===== config.mk =====
export PLATFORM = sky130hd
export DESIGN_NAME = kbdmus_latch_flat
export DESIGN_NICKNAME = d
export VERILOG_FILES = /design/src/rtl/kbdmus_latch_if.sv /design/src/rtl/kbdmus_latch.sv /design/src/flat_wrapper.sv
export SDC_FILE = /design/constraint.sdc
export NUM_CORES = 1
export LEC_CHECK = 0
export BUFFER_PORTS_ARGS = -buffer_cell sky130_fd_sc_hd__clkbuf_2
export CAP_MARGIN = 10
export CORE_MARGIN = 5
export CORE_UTILIZATION = 53
export DETAILED_ROUTE_END_ITERATION = 8
export GPL_ROUTABILITY_DRIVEN = 0
export PLACE_DENSITY = 0.87
export RECOVER_POWER = 50
export SLEW_MARGIN = 25
export SYNTH_ARGS = -nofsm -noshare
export SYNTH_HDL_FRONTEND = slang
export SYNTH_SLANG_ARGS = --single-unit

===== constraint.sdc =====
create_clock -name fclk -period 2.27 [get_ports fclk]
set_input_delay 0.227 -clock fclk [delete_from_list [all_inputs] [get_ports fclk]]
set_output_delay 0.227 -clock fclk [all_outputs]
set_load 0.01 [all_outputs]

===== src/rtl/kbdmus_latch_if.sv =====
// Bus bundle between the AVR SPI keyboard/mouse front end, the Z80 port decoder
// and the kbdmus_latch consumer.
interface kbdmus_latch_if;
   logic [39:0] kbd_in;
   logic        kbd_stb;
   logic [7:0]  mus_in;
   logic        mus_xstb;
   logic        mus_ystb;
   logic        mus_btnstb;
   logic        kj_stb;
   logic [7:0]  zah;
   logic        fe_rd_stb;
   logic        int_stb;
   logic [4:0]  kbd_data;
   logic [7:0]  mus_xdata;
   logic [7:0]  mus_ydata;
   logic [7:0]  mus_btns;
   logic [7:0]  kj_data;

   modport master (
      output kbd_in, kbd_stb, mus_in, mus_xstb, mus_ystb, mus_btnstb,
      output kj_stb, zah, fe_rd_stb, int_stb,
      input  kbd_data, mus_xdata, mus_ydata, mus_btns, kj_data
   );

   modport slave (
      input  kbd_in, kbd_stb, mus_in, mus_xstb, mus_ystb, mus_btnstb,
      input  kj_stb, zah, fe_rd_stb, int_stb,
      output kbd_data, mus_xdata, mus_ydata, mus_btns, kj_data
   );
endinterface


===== src/rtl/kbdmus_latch.sv =====
// Keyboard matrix / Kempston mouse / joystick latch serving Z80 port reads.
// Define KBD_STICKY_EN to hold short key taps until scanned (or aged out).
module kbdmus_latch #(
   parameter int STICKY_FRAMES = 3
) (
   input logic           fclk,
   input logic           rst_n,
   kbdmus_latch_if.slave bus
);

   logic [39:0] mat_q, mat_d;
   logic [39:0] eff;
   logic [4:0]  kbd_q, kbd_d;
   logic [7:0]  musx_q, musx_d;
   logic [7:0]  musy_q, musy_d;
   logic [7:0]  btn_q, btn_d;
   logic [7:0]  kj_q, kj_d;
   logic [4:0]  row_or;

   always_comb begin
      mat_d  = bus.kbd_stb    ? bus.kbd_in : mat_q;
      musx_d = bus.mus_xstb   ? bus.mus_in : musx_q;
      musy_d = bus.mus_ystb   ? bus.mus_in : musy_q;
      btn_d  = bus.mus_btnstb ? bus.mus_in : btn_q;
      kj_d   = bus.kj_stb     ? bus.mus_in : kj_q;
   end

   always_comb begin
      row_or = '0;
      for (int r = 0; r < 8; r++) begin
         if (!bus.zah[r]) row_or = row_or | eff[5*r +: 5];
      end
      kbd_d = ~row_or;
   end

`ifdef KBD_STICKY_EN
   localparam logic [2:0] AGE_MAX = 3'(STICKY_FRAMES);

   logic [39:0]      stk_q, stk_d;
   logic [39:0]      set_m, clr_m;
   logic [7:0][2:0]  age_q, age_d;

   // Clear decisions look at the matrix being loaded this cycle, so a key
   // that is pressed in the new matrix can never be dropped.
   always_comb begin
      set_m = bus.kbd_stb ? bus.kbd_in : '0;
      clr_m = '0;
      age_d = age_q;
      for (int r = 0; r < 8; r++) begin
         if ((bus.fe_rd_stb && !bus.zah[r]) || age_q[r] == AGE_MAX)
            clr_m[5*r +: 5] = ~mat_d[5*r +: 5];
         if (|set_m[5*r +: 5])
            age_d[r] = '0;
         else if (bus.int_stb && age_q[r] != AGE_MAX)
            age_d[r] = age_q[r] + 3'd1;
      end
      stk_d = (stk_q & ~clr_m) | set_m;
   end

   always_ff @(posedge fclk or negedge rst_n) begin
      if (!rst_n) begin
         stk_q <= '0;
         age_q <= '0;
      end else begin
         stk_q <= stk_d;
         age_q <= age_d;
      end
   end

   assign eff = mat_q | stk_q;
`else
   logic unused_sticky;
   assign unused_sticky = ^{bus.fe_rd_stb, bus.int_stb, 32'(STICKY_FRAMES)};
   assign eff = mat_q;
`endif

   always_ff @(posedge fclk or negedge rst_n) begin
      if (!rst_n) begin
         mat_q  <= '0;
         kbd_q  <= 5'h1F;
         musx_q <= 8'h00;
         musy_q <= 8'h00;
         btn_q  <= 8'hFF;
         kj_q   <= 8'h00;
      end else begin
         mat_q  <= mat_d;
         kbd_q  <= kbd_d;
         musx_q <= musx_d;
         musy_q <= musy_d;
         btn_q  <= btn_d;
         kj_q   <= kj_d;
      end
   end

   assign bus.kbd_data  = kbd_q;
   assign bus.mus_xdata = musx_q;
   assign bus.mus_ydata = musy_q;
   assign bus.mus_btns  = btn_q;
   assign bus.kj_data   = kj_q;

endmodule


===== src/flat_wrapper.sv =====
// flat-port wrapper written by rule: the top's interface ports become plain ports
module kbdmus_latch_flat 
#(
   parameter int STICKY_FRAMES = 3
)
  (fclk, rst_n, bus_kbd_in, bus_kbd_stb, bus_mus_in, bus_mus_xstb, bus_mus_ystb, bus_mus_btnstb, bus_kj_stb, bus_zah, bus_fe_rd_stb, bus_int_stb, bus_kbd_data, bus_mus_xdata, bus_mus_ydata, bus_mus_btns, bus_kj_data);
  kbdmus_latch_if bus_i ();
  input logic fclk;
  input logic rst_n;
  input wire logic [$bits(bus_i.kbd_in)-1:0] bus_kbd_in;
  input wire logic [$bits(bus_i.kbd_stb)-1:0] bus_kbd_stb;
  input wire logic [$bits(bus_i.mus_in)-1:0] bus_mus_in;
  input wire logic [$bits(bus_i.mus_xstb)-1:0] bus_mus_xstb;
  input wire logic [$bits(bus_i.mus_ystb)-1:0] bus_mus_ystb;
  input wire logic [$bits(bus_i.mus_btnstb)-1:0] bus_mus_btnstb;
  input wire logic [$bits(bus_i.kj_stb)-1:0] bus_kj_stb;
  input wire logic [$bits(bus_i.zah)-1:0] bus_zah;
  input wire logic [$bits(bus_i.fe_rd_stb)-1:0] bus_fe_rd_stb;
  input wire logic [$bits(bus_i.int_stb)-1:0] bus_int_stb;
  output wire logic [$bits(bus_i.kbd_data)-1:0] bus_kbd_data;
  output wire logic [$bits(bus_i.mus_xdata)-1:0] bus_mus_xdata;
  output wire logic [$bits(bus_i.mus_ydata)-1:0] bus_mus_ydata;
  output wire logic [$bits(bus_i.mus_btns)-1:0] bus_mus_btns;
  output wire logic [$bits(bus_i.kj_data)-1:0] bus_kj_data;
  assign bus_i.kbd_in = bus_kbd_in;
  assign bus_i.kbd_stb = bus_kbd_stb;
  assign bus_i.mus_in = bus_mus_in;
  assign bus_i.mus_xstb = bus_mus_xstb;
  assign bus_i.mus_ystb = bus_mus_ystb;
  assign bus_i.mus_btnstb = bus_mus_btnstb;
  assign bus_i.kj_stb = bus_kj_stb;
  assign bus_i.zah = bus_zah;
  assign bus_i.fe_rd_stb = bus_fe_rd_stb;
  assign bus_i.int_stb = bus_int_stb;
  assign bus_kbd_data = bus_i.kbd_data;
  assign bus_mus_xdata = bus_i.mus_xdata;
  assign bus_mus_ydata = bus_i.mus_ydata;
  assign bus_mus_btns = bus_i.mus_btns;
  assign bus_kj_data = bus_i.kj_data;
  kbdmus_latch #(.STICKY_FRAMES(STICKY_FRAMES)) u_core (.fclk(fclk), .rst_n(rst_n), .bus(bus_i));
endmodule

# Word level (Yosys, flattened, before mapping)
# Cells that the tools add are included.
# totals
regBits	77
in_bits	65
output_inout_bits	37
elab_cells	22
# op_classes
mux	8
bitwise	8
# op_table
op	n
two-way mux 5 bit	8
OR 5 bit	7
inverter 5 bit	1

# Longest topological paths before layout
# Gate-level depths: netlist of run 1.
# depth
word_depth	16
depth_mapped	4
ltp_nobuf	3

# Worst setup path after synthesis of run 1
# Ideal clock, no wire load.
# synth_timing
kind	input port to flip-flop
from	in bus_kj_stb
to	reg u_core.kj_q[0], in the netlist u_core.bus.kj_data[0]
setup_ps	125
t_arrival_ps	723
required_time_ps	2145
path_slack_ps	1422
path_stages	2
path_buffers	1
path_cell_list	buf_2 > mux2_2
# synth_rtl
item	line_no	source
start: declaration	flat_wrapper.sv:16	input wire logic [$bits(bus_i.kj_stb)-1:0] bus_kj_stb;
end signal: assignment	kbdmus_latch.sv:91	kj_q <= kj_d;
end: declaration	kbdmus_latch.sv:17	logic [7:0] kj_q, kj_d;
# No word-level cell between the ends.

==> results of run 1 <==
## worst reg2reg max path: stages, from the launching register on
cell     delay [ns]
dfrtp_1        0.38
inv_1          0.07
o22ai_1        0.12
nor4_1         0.29
## state kept, by name (all words and copies together) (netlist names)
register and count:
u_core.eff 40, u_core.bus.kbd_data 5, u_core.bus.kj_data 8, u_core.bus.mus_btns 8, u_core.bus.mus_ydata 8, u_core.bus.mus_xdata 8
## metrics by stage
stage	hold WS (ns)	total power [W]	cell area, µm²	setup WS (ns)	cells
final	0.08844	0.003131	3804	1.006	443
after global placement	0.4150	0.001999	3568	1.258	426
after global routing	0.08068	0.003279	3804	0.7695	443
after floorplan	-0.06859	0.001804	3022	1.422	267
after detailed placement	0.4243	0.002019	3568	1.232	426
after CTS	0.06225	0.003163	3794	1.027	442
## synthesized netlist by cell type
| cell type | n |
|---|---|
| clkbuf_2 | 1 |
| o22ai_1 | 20 |
| nand2_1 | 40 |
| mux2_2 | 32 |
| buf_2 | 9 |
| o21ai_0 | 40 |
| nor4_1 | 5 |
| dfstp_2 | 13 |
| dfrtp_1 | 64 |
| inv_1 | 40 |
| clkbuf_1 | 3 |
## report_power, final
group	switching (W)	leakage [nW]	internal, W	total (W)
registers	0.0000517	0.900	0.00152	0.00157
clock network	0.000464	0.116	0.000676	0.00114
logic	0.000235	0.901	0.000187	0.000422
## logic make-up after synthesis
kind of cell / count (synthesis) / share of synthesized area, %
multiplexers: 32 / 11.93
AND/OR/NAND/NOR: 45 / 6.004
AO/OA/AOI/OAI: 60 / 10.77
buffers and inverters: 53 / 6.998
flip-flops: 77 / 64.31
## path summary, 6_finish.rpt
| check | cells past startpoint | from | to | slack (ns) |
|---|---|---|---|---|
| max | 2 | rst_n | u_core.eff[12] | 1.01 |
| min in group asynchronous | 2 | rst_n | u_core.bus.kj_data[5] | 0.64 |
| min reg2reg | 1 | u_core.bus.mus_xdata[1] | u_core.bus.mus_xdata[1] | 0.51 |
| max reg2reg | 3 | u_core.eff[35] | u_core.bus.kbd_data[0] | 1.32 |
| max in group fclk | 1 | u_core.bus.mus_btns[6] | bus_mus_btns[6] | 1.04 |
| min | 3 | bus_kbd_in[37] | u_core.eff[37] | 0.09 |
## cell type report
type	count	area [µm²]	share of cell area, %
Multi-Input combinational cell	137	867.1	22.80
Tap cell	72	90.09	2.368
Inverter	40	150.1	3.947
Timing Repair Buffer	101	528.0	13.88
Sequential cell	77	1943	51.09
Clock inverter	4	70.07	1.842
Clock buffer	12	155.1	4.079
## metal layers
metal / track usage (%) / share of wire, %
met3: 4.803 / 8.0
met5: 0 / 0
met1: 25.00 / 43
met4: 8.921 / 2.0
met2: 30.86 / 47
==> reports/results.txt, run 1 <==
Starting Density: 54.54%
Worst-Margin Slew: 1.005 ns
Port buffer count: 99
Vias in the first global route: 2280
Final setup vio count: 0
Crit path cell chain: dlygate4sd3_1 > clkbuf_4
Antenna viol nets, final: 0
Cell row count: 27
Nets: 431
Max-cap viol count: 0
Remaining DRCs: 0
CP Data Arrival Time: 1.58 ns
Core Box Area: 5540 µm²
GRT Resource Usage Total: 19.35%
Hold WC Path Type: primary input to flop
RSZ-0062 raised after global routing: no
Total nets after synthesis: 332
Critical path's largest stage delay: 0.80 ns
Area grow syn2layout: 25.88%
Clk_lat worst skew: 0.34 ns
Crit Path Class: primary input to asynchronous set/reset pin
CTS Buffer Depth: 2
Layout filler cell count: 418
Die width: 85.51 µm
Vias/cell: 5.153
Synth top area share: 53.00%
Clk sinks: 77
Ant. Diodes: 0
Die area: 7311 µm²
Total number of vias: 2283
Max frequency: 791.0 MHz
Worst Setup Start Kind: primary input
CP Max Fanout: 77
#FFs+latches synth: 77
Worst Skew: 0.005034 ns
Relative slew slack: 33.00%
Number of buffers created by CTS: 9
Final Critical Period: 1.264 ns
IO Pins: 102
Die Height: 85.51 µm
Leakage: 1.918 nW
Fin crit share: 55.69%
CTS HTree Levels: 3
First-pass GRT wire length: 10.97 mm
Status: finished clean
Post_cts resized: 0
Initial antenna violation count: 0
Synthesized area per cell: 11.32 µm²
Syn Std Cell Area: 3022 µm²
Maximum VDD drop: 0.4110 mV
Hold Buf Count CTS: 0
Root buf cell: clkbuf_8
Netlist cell types: 11
Detailed placement HPWL: 4.795 mm
Cell with the largest stage delay on the worst path: clkbuf_4
Largest net degree at the start of global routing: 81
DRT iter0 DRCs: 91
Required time of the worst setup path: 2.59 ns
Largest area contributor in the netlist: dfrtp_1
Area contributors post-synth: dfrtp_1 (53%), mux2_2 (12%), dfstp_2 (11%)
Cells after synthesis: 267
Commonest non-fill, non-tap cell in the layout: clkbuf_2
Routed WL per cell: 14.93 µm
GRT overflow: 0
Share of cells above drive strength 1: 42.05%
Setup TNS Final: 0 ns
Worst path bufs/invs: 2
Syn. warnings: 0
Clk slew on worst S/H paths: 0.08 ns
CTS tree: yes
Setup Buffers After CTS: 0
CP Capture Type: asynchronous set/reset pin
Final Util: 68.65%
Most frequent cells in the layout: clkbuf_2 (98), dfrtp_1 (64), inv_1 (40), nand2_1 (40), o21ai_0 (40)
Final wirelength: 6.615 mm
DRT Pass-1 Iters: 4
Hold Vio Cnt, Final: 0
Power per Cell Area: 823.0 nW/µm²
Delay-heaviest family, CP: buffers and inverters
Max Slew Vio Count: 0
Sequential-to-total area share from yosys stat: 64.31%
Note: power is estimated with default switching activity, not from simulation.
==> run 2, diff against run 1 <==
--- a/config.mk
+++ b/config.mk
@@ -5,13 +5,14 @@
 export SDC_FILE = /design/constraint.sdc
 export NUM_CORES = 1
 export LEC_CHECK = 0
+export ABC_AREA = 1
 export BUFFER_PORTS_ARGS = -buffer_cell sky130_fd_sc_hd__clkbuf_2
 export CAP_MARGIN = 10
 export CORE_MARGIN = 5
-export CORE_UTILIZATION = 53
+export CORE_UTILIZATION = 50
 export DETAILED_ROUTE_END_ITERATION = 8
 export GPL_ROUTABILITY_DRIVEN = 0
-export PLACE_DENSITY = 0.87
+export PLACE_DENSITY = 0.82
 export RECOVER_POWER = 50
 export SLEW_MARGIN = 25
 export SYNTH_ARGS = -nofsm -noshare
==> constraint.sdc (replaced) <==
create_clock -name fclk -period 1.3 [get_ports fclk]
set_input_delay 0.13 -clock fclk [delete_from_list [all_inputs] [get_ports fclk]]
set_output_delay 0.13 -clock fclk [all_outputs]
set_load 0.01 [all_outputs]
==> reports/results.txt, run 2 <==
Status: finished clean
Worst setup margin: 0.1553 ns (-0.8506 ns)
Ant. Diodes: 0 (unchanged)
Synth Area in Simple Gates: 8.782% (+2.8 points)
Largest area contributor in the netlist: dfrtp_1
Area contributors post-synth: dfrtp_1 (50%), mux2_2 (25%), dfstp_2 (11%)
Fin crit share: 88.05%
Required time of the worst setup path: 1.17 ns (-1.42 ns)
Die Height: 90.07 µm (+5.3%)
Critical path's largest stage delay: 0.54 ns (-0.26 ns)
Post-synthesis mux area share: 25.29% (+13 points)
Cell row count: 29 (+7.4%)
Initial antenna violation count: 0 (unchanged)
First-pass GRT wire length: 11.20 mm (+2.1%)
CTS tree: yes
Cells after synthesis: 260 (-2.6%)
Netlist cell types: 8 (-3)
Core Box Area: 6277 µm² (+13%)
Total nets after synthesis: 325 (-2.1%)
Placed cell count: 432 (+1.4%)
Total number of vias: 2154 (-5.7%)
Hold Vio Cnt, Final: 0 (unchanged)
GRT overflow: 0 (unchanged)
Worst Skew: 0.01054 ns (+0.005509 ns)
Die width: 90.07 µm (+5.3%)
Worst path bufs/invs: 1 (-1)
Crit path cell chain: clkbuf_2
Remaining DRCs: 0 (unchanged)
Synth top area share: 49.96% (-3.0 points)
Detailed placement HPWL: 4.917 mm (+2.5%)
Worst-Margin Slew: 0.6881 ns (-0.3169 ns)
CP Max Fanout: 2 (-97%)
Syn. warnings: 0 (unchanged)
Share of cells above drive strength 1: 52.96% (+11 points)
Most frequent cells in the layout: clkbuf_2 (99), mux2_2 (72), nand2_1 (70)
Die area: 8113 µm² (+11%)
Predominant post-synthesis flop cell: dfrtp_1
DRT iter0 DRCs: 50 (-45%)
Async set-reset flop share out of synthesis: 100.0% (unchanged)
Final Critical Period: 1.145 ns
Xor/xnor cell area share of the yosys netlist: 0% (unchanged)
Clk sinks: 77 (unchanged)
Hold WC Path Type: primary input to flop
CTS Buffer Depth: 2 (unchanged)
Port buffer count: 99 (unchanged)
Max FFs per register: 40 (unchanged)
GRT Resource Usage Total: 17.00% (-2.3 points)
Delay-heaviest family, CP: flip-flops
Antenna viol nets, final: 0 (unchanged)
Post_cts resized: 0 (unchanged)
Clk_lat worst skew: 0.34 ns (about the same)
Vias in the first global route: 2382 (+4.5%)
Maximum VDD drop: 0.9802 mV (+140%)
Max frequency: 873.6 MHz
Layout filler cell count: 502 (+20%)
Largest net degree at the start of global routing: 41 (-49%)
Hold Buf Count CTS: 1 (+1)
Vias/cell: 4.797 (-6.9%)
Sequential-to-total area share from yosys stat: 60.62% (-3.7 points)
RSZ-0062 raised after global routing: no
Clk slew on worst S/H paths: 0.08 ns (about the same)
Setup Buffers After CTS: 0 (unchanged)
Setup TNS Final: 0 ns (unchanged)
Final Non-Filler Cells: 449 (+1.4%)
Area of the multi-input gates: 1092 µm² (+26%)
Final setup vio count: 0 (unchanged)
Commonest non-fill, non-tap cell in the layout: clkbuf_2
Cell with the largest stage delay on the worst path: dfstp_1
Top post-synthesis cells by count: mux2_2 (72), nand2_1 (70), dfrtp_1 (64)
Final wirelength: 6.508 mm (-1.6%)
Power per Cell Area: 1384 nW/µm² (+68%)
Count leader, synth: mux2_2
Crit Path Class: flop to primary output
Post-synth EDFFs: 0 (unchanged)
CP Capture Type: primary output
DRT Pass-1 Iters: 4 (unchanged)
Synth Area in Adders: 0% (unchanged)
Worst Setup Start Kind: flop
Compound-gate portion of the synthesized area: 0% (-11 points)
Leakage: 2.073 nW (+8.1%)
Synthesized area per cell: 12.33 µm² (+8.9%)
Max-cap viol count: 0 (unchanged)
Starting Density: 51.07% (-3.5 points)
Register area: 1943 µm² (unchanged)
IO Pins: 102 (unchanged)
Relative slew slack: 54.13% (+21 points)
Number of buffers created by CTS: 9 (unchanged)
Syn Std Cell Area: 3206 µm² (+6.1%)
Largest family of logic cells by synthesized area: multiplexers
CP Data Arrival Time: 1.01 ns (-0.57 ns)
Dpl ws: 0.3240 ns (-0.9077 ns)
Nets: 432 (+0.23%)
CTS HTree Levels: 3 (unchanged)
#FFs+latches synth: 77 (unchanged)
Area grow syn2layout: 25.49%
Routed WL per cell: 14.49 µm (-2.9%)
Root buf cell: clkbuf_8
Max Slew Vio Count: 0 (unchanged)
run 2: layer usage:
metal	share of wire (%)	wire (µm)	GRT usage [%]
met3	10	666	7.012
met2	46	2983	25.91
met4	2.0	131	7.816
met5	0	0	0
met1	42	2726	21.08
run 2: cell families (layout without fill, tap and decap cells):
logic type / Yosys count / after routing
mux: 72 / 72
simple gates: 75 / 75
flops: 77 / 77
buf+inv: 36 / 148
run 2: cell type report:
| class | instances | share of cell area (%) |
|---|---|---|
| Clock buffer | 12 | 3.857 |
| Timing Repair Buffer | 104 | 13.93 |
| Multi-Input combinational cell | 147 | 27.15 |
| Inverter | 28 | 2.613 |
| Sequential cell | 77 | 48.30 |
| Tap cell | 77 | 2.395 |
| Clock inverter | 4 | 1.742 |
run 2: report_power, final:
group	leakage (nW)	internal, W	total (W)	switching (W)
registers	0.881	0.00265	0.00277	0.000119
clock network	0.116	0.00118	0.00200	0.000823
logic	1.08	0.000408	0.000790	0.000383
total	2.07	0.00424	0.00557	0.00133
run 2: path summary, 6_finish.rpt:
path / start / endpoint / slack (ns) / cells past startpoint
setup reg to reg: u_core.eff[13] / u_core.bus.kbd_data[3] / 0.50 / 5
setup / recovery: u_core.bus.mus_btns[0] / bus_mus_btns[0] / 0.16 / 1
hold reg to reg: u_core.bus.mus_ydata[7] / u_core.bus.mus_ydata[7] / 0.51 / 1
hold / removal: bus_kbd_in[0] / u_core.eff[0] / 0.02 / 2
max in group asynchronous: rst_n / u_core.bus.mus_btns[0] / 0.22 / 3
min in group asynchronous: rst_n / u_core.eff[25] / 0.36 / 2
run 2: metrics by stage:
stage               hold WS, ns  area [µm²]  utilization [%]  total power [W]
CTS                    0.003660        4025            64.12         0.005653
global placement        0.06528        3790            60.37         0.003593
finish                  0.01913        4023            64.08         0.005567
detailed placement      0.06807        3790            60.37         0.003628
floorplan               -0.1656        3206                -         0.003257
global route           0.002809        4023            64.08         0.005866
==> run 3, diff against run 2 <==
--- a/config.mk
+++ b/config.mk
@@ -12,7 +12,7 @@
 export CORE_UTILIZATION = 50
 export DETAILED_ROUTE_END_ITERATION = 8
 export GPL_ROUTABILITY_DRIVEN = 0
-export PLACE_DENSITY = 0.82
+export PLACE_DENSITY = 0.9
 export RECOVER_POWER = 50
 export SLEW_MARGIN = 25
 export SYNTH_ARGS = -nofsm -noshare
==> reports/results.txt, run 3 (synthesis results as in run 2) <==
Status: finished clean
Clk sinks: 77 (unchanged)
Flop pwr share: 54.0% (+4.2 points)
Internal: 0.003805 W (-10%)
Gate power share: 15.5% (+1.3 points)
Setup TNS Final: 0 ns (unchanged)
Largest net degree at the start of global routing: 41 (unchanged)
Total number of vias: 2166 (+0.56%)
Die area: 8113 µm² (unchanged)
Starting Density: 51.07% (unchanged)
Nets: 432 (unchanged)
DRT Pass-1 Iters: 4 (unchanged)
CP Data Arrival Time: 1.01 ns (about the same)
Max-cap viol count: 0 (unchanged)
Hold Vio Cnt, Final: 0 (unchanged)
Cell with the largest stage delay on the worst path: dfstp_2
CP Capture Type: primary output
Port buffer count: 99 (unchanged)
Critical path's largest stage delay: 0.54 ns (about the same)
RSZ-0062 raised after global routing: no
GRT overflow: 0 (unchanged)
Initial antenna violation count: 0 (unchanged)
Antenna viol nets, final: 0 (unchanged)
Commonest non-fill, non-tap cell in the layout: clkbuf_2
Worst-Margin Slew: 0.3857 ns (-0.3024 ns)
Final wirelength: 6.772 mm (+4.1%)
CP Max Fanout: 2 (unchanged)
Delay-heaviest family, CP: flip-flops
Worst Setup Start Kind: flop
Final Instance Area: 3970 µm² (-1.3%)
Detailed placement HPWL: 5.112 mm (+4.0%)
CTS tree: yes
Share of cells above drive strength 1: 53.23% (+0.27 points)
Vias/cell: 4.824 (+0.56%)
Hold WC Path Type: primary input to flop
Crit path cell chain: clkbuf_2
Max frequency: 873.5 MHz (about the same)
Max Slew Vio Count: 0 (unchanged)
Area grow syn2layout: 23.85%
Net Switching: 0.001339 W (+1.0%)
Ant. Diodes: 0 (unchanged)
Remaining DRCs: 0 (unchanged)
Root buf cell: clkbuf_8
Vias in the first global route: 2465 (+3.5%)
Core Box Area: 6277 µm² (unchanged)
IO Pins: 102 (unchanged)
Layout filler cell count: 500 (-0.40%)
Required time of the worst setup path: 1.17 ns (about the same)
Routed WL per cell: 15.08 µm (+4.1%)
CTS HTree Levels: 3 (unchanged)
Die Height: 90.07 µm (unchanged)
Leakage: 2.041 nW (-1.6%)
Fin crit share: 88.06% (about the same)
Die width: 90.07 µm (unchanged)
Most frequent cells in the layout: clkbuf_2 (98), mux2_2 (72), nand2_1 (70)
CTS Buffer Depth: 2 (unchanged)
First-pass GRT wire length: 11.56 mm (+3.3%)
Clock power share: 30.5% (-5.5 points)
Final setup vio count: 0 (unchanged)
Clk_lat worst skew: 0.34 ns (about the same)
Post_cts resized: 0 (unchanged)
Switching Share: 26.03% (+2.2 points)
Power per Cell Area: 1296 nW/µm² (-6.4%)
Placed Instance Area: 3790 µm² (unchanged)
Number of buffers created by CTS: 9 (unchanged)
Clk slew on worst S/H paths: 0.08 ns (about the same)
Relative slew slack: 74.29% (+20 points)
Crit Path Class: flop to primary output
Maximum VDD drop: 0.9522 mV (-2.9%)
Worst path bufs/invs: 1 (unchanged)
DRT iter0 DRCs: 75 (+50%)
Max FFs per register: 40 (unchanged)
Hold_ws: 0.01934 ns (+0.0002060 ns)
Cell row count: 29 (unchanged)
GRT Resource Usage Total: 17.68% (+0.68 points)
Final Critical Period: 1.145 ns (+0.0001170 ns)
Worst Skew: 0.002828 ns (-0.007716 ns)
## run 3: worst paths after layout
kind / from / depth (start not counted) / slack [ns] / to
worst max-delay path: u_core.bus.mus_btns[1] / 1 / 0.16 / bus_mus_btns[1]
worst min-delay path: bus_kbd_in[10] / 2 / 0.02 / u_core.eff[10]
worst max register to register: u_core.eff[0] / 5 / 0.50 / u_core.bus.kbd_data[0]
worst min register to register: u_core.bus.kj_data[2] / 1 / 0.51 / u_core.bus.kj_data[2]
max in group asynchronous: rst_n / 3 / 0.46 / u_core.bus.mus_btns[4]
min in group asynchronous: rst_n / 2 / 0.26 / u_core.bus.kj_data[5]
## run 3: final cells by class
type | instances | area [µm²] | share of cell area (%)
multi-input combinational | 147 | 1092 | 27.51
clock inverter | 4 | 25.02 | 0.6303
clock buffer | 12 | 145.1 | 3.656
tap | 77 | 96.34 | 2.427
sequential | 77 | 1943 | 48.94
inverter | 28 | 105.1 | 2.647
timing repair buffer | 104 | 563.0 | 14.18
## run 3: power by group through the flow
stage | registers [W] | logic, W | clock network [W]
global route | 0.00281 | 0.000895 | 0.00171
CTS | 0.00278 | 0.000815 | 0.00161
finish | 0.00278 | 0.000798 | 0.00157
detailed placement | 0.00283 | 0.000806 | 0
floorplan | 0.00286 | 0.000400 | 0
global placement | 0.00281 | 0.000777 | 0
## run 3: layer usage
layer	share of wire [%]	up-vias	wire, µm	GRT usage, %
li1	-	1044	-	-
met1	40	1029	2735	20.65
met2	48	81	3250	28.35
met3	9.9	12	672	7.679
met4	1.7	0	114	7.568
met5	0	-	0	0
## run 3: worst reg2reg max path, cell delays in order, from the launching register on
cell and delay [ns]:
dfrtp_1 0.39, nand2_1 0.07, nand2_1 0.05, inv_1 0.05
nand2_1 0.05, nor2_1 0.12
## run 3: repair_timing
action,in CTS,in global routing
endpoints found under the hold margin,22,0
setup buffers,0,0
hold buffers,1,0
## run 3: stage by stage
step,power [W],worst slack (ns),instances,utilization (%)
after global routing,0.005417,0.08391,449,63.25
final,0.005144,0.1552,449,63.25
after global placement,0.003587,0.3484,432,60.37
after CTS,0.005213,0.1408,449,63.25
after floorplan,0.003257,0.5306,260,-
after detailed placement,0.003632,0.3360,432,60.37
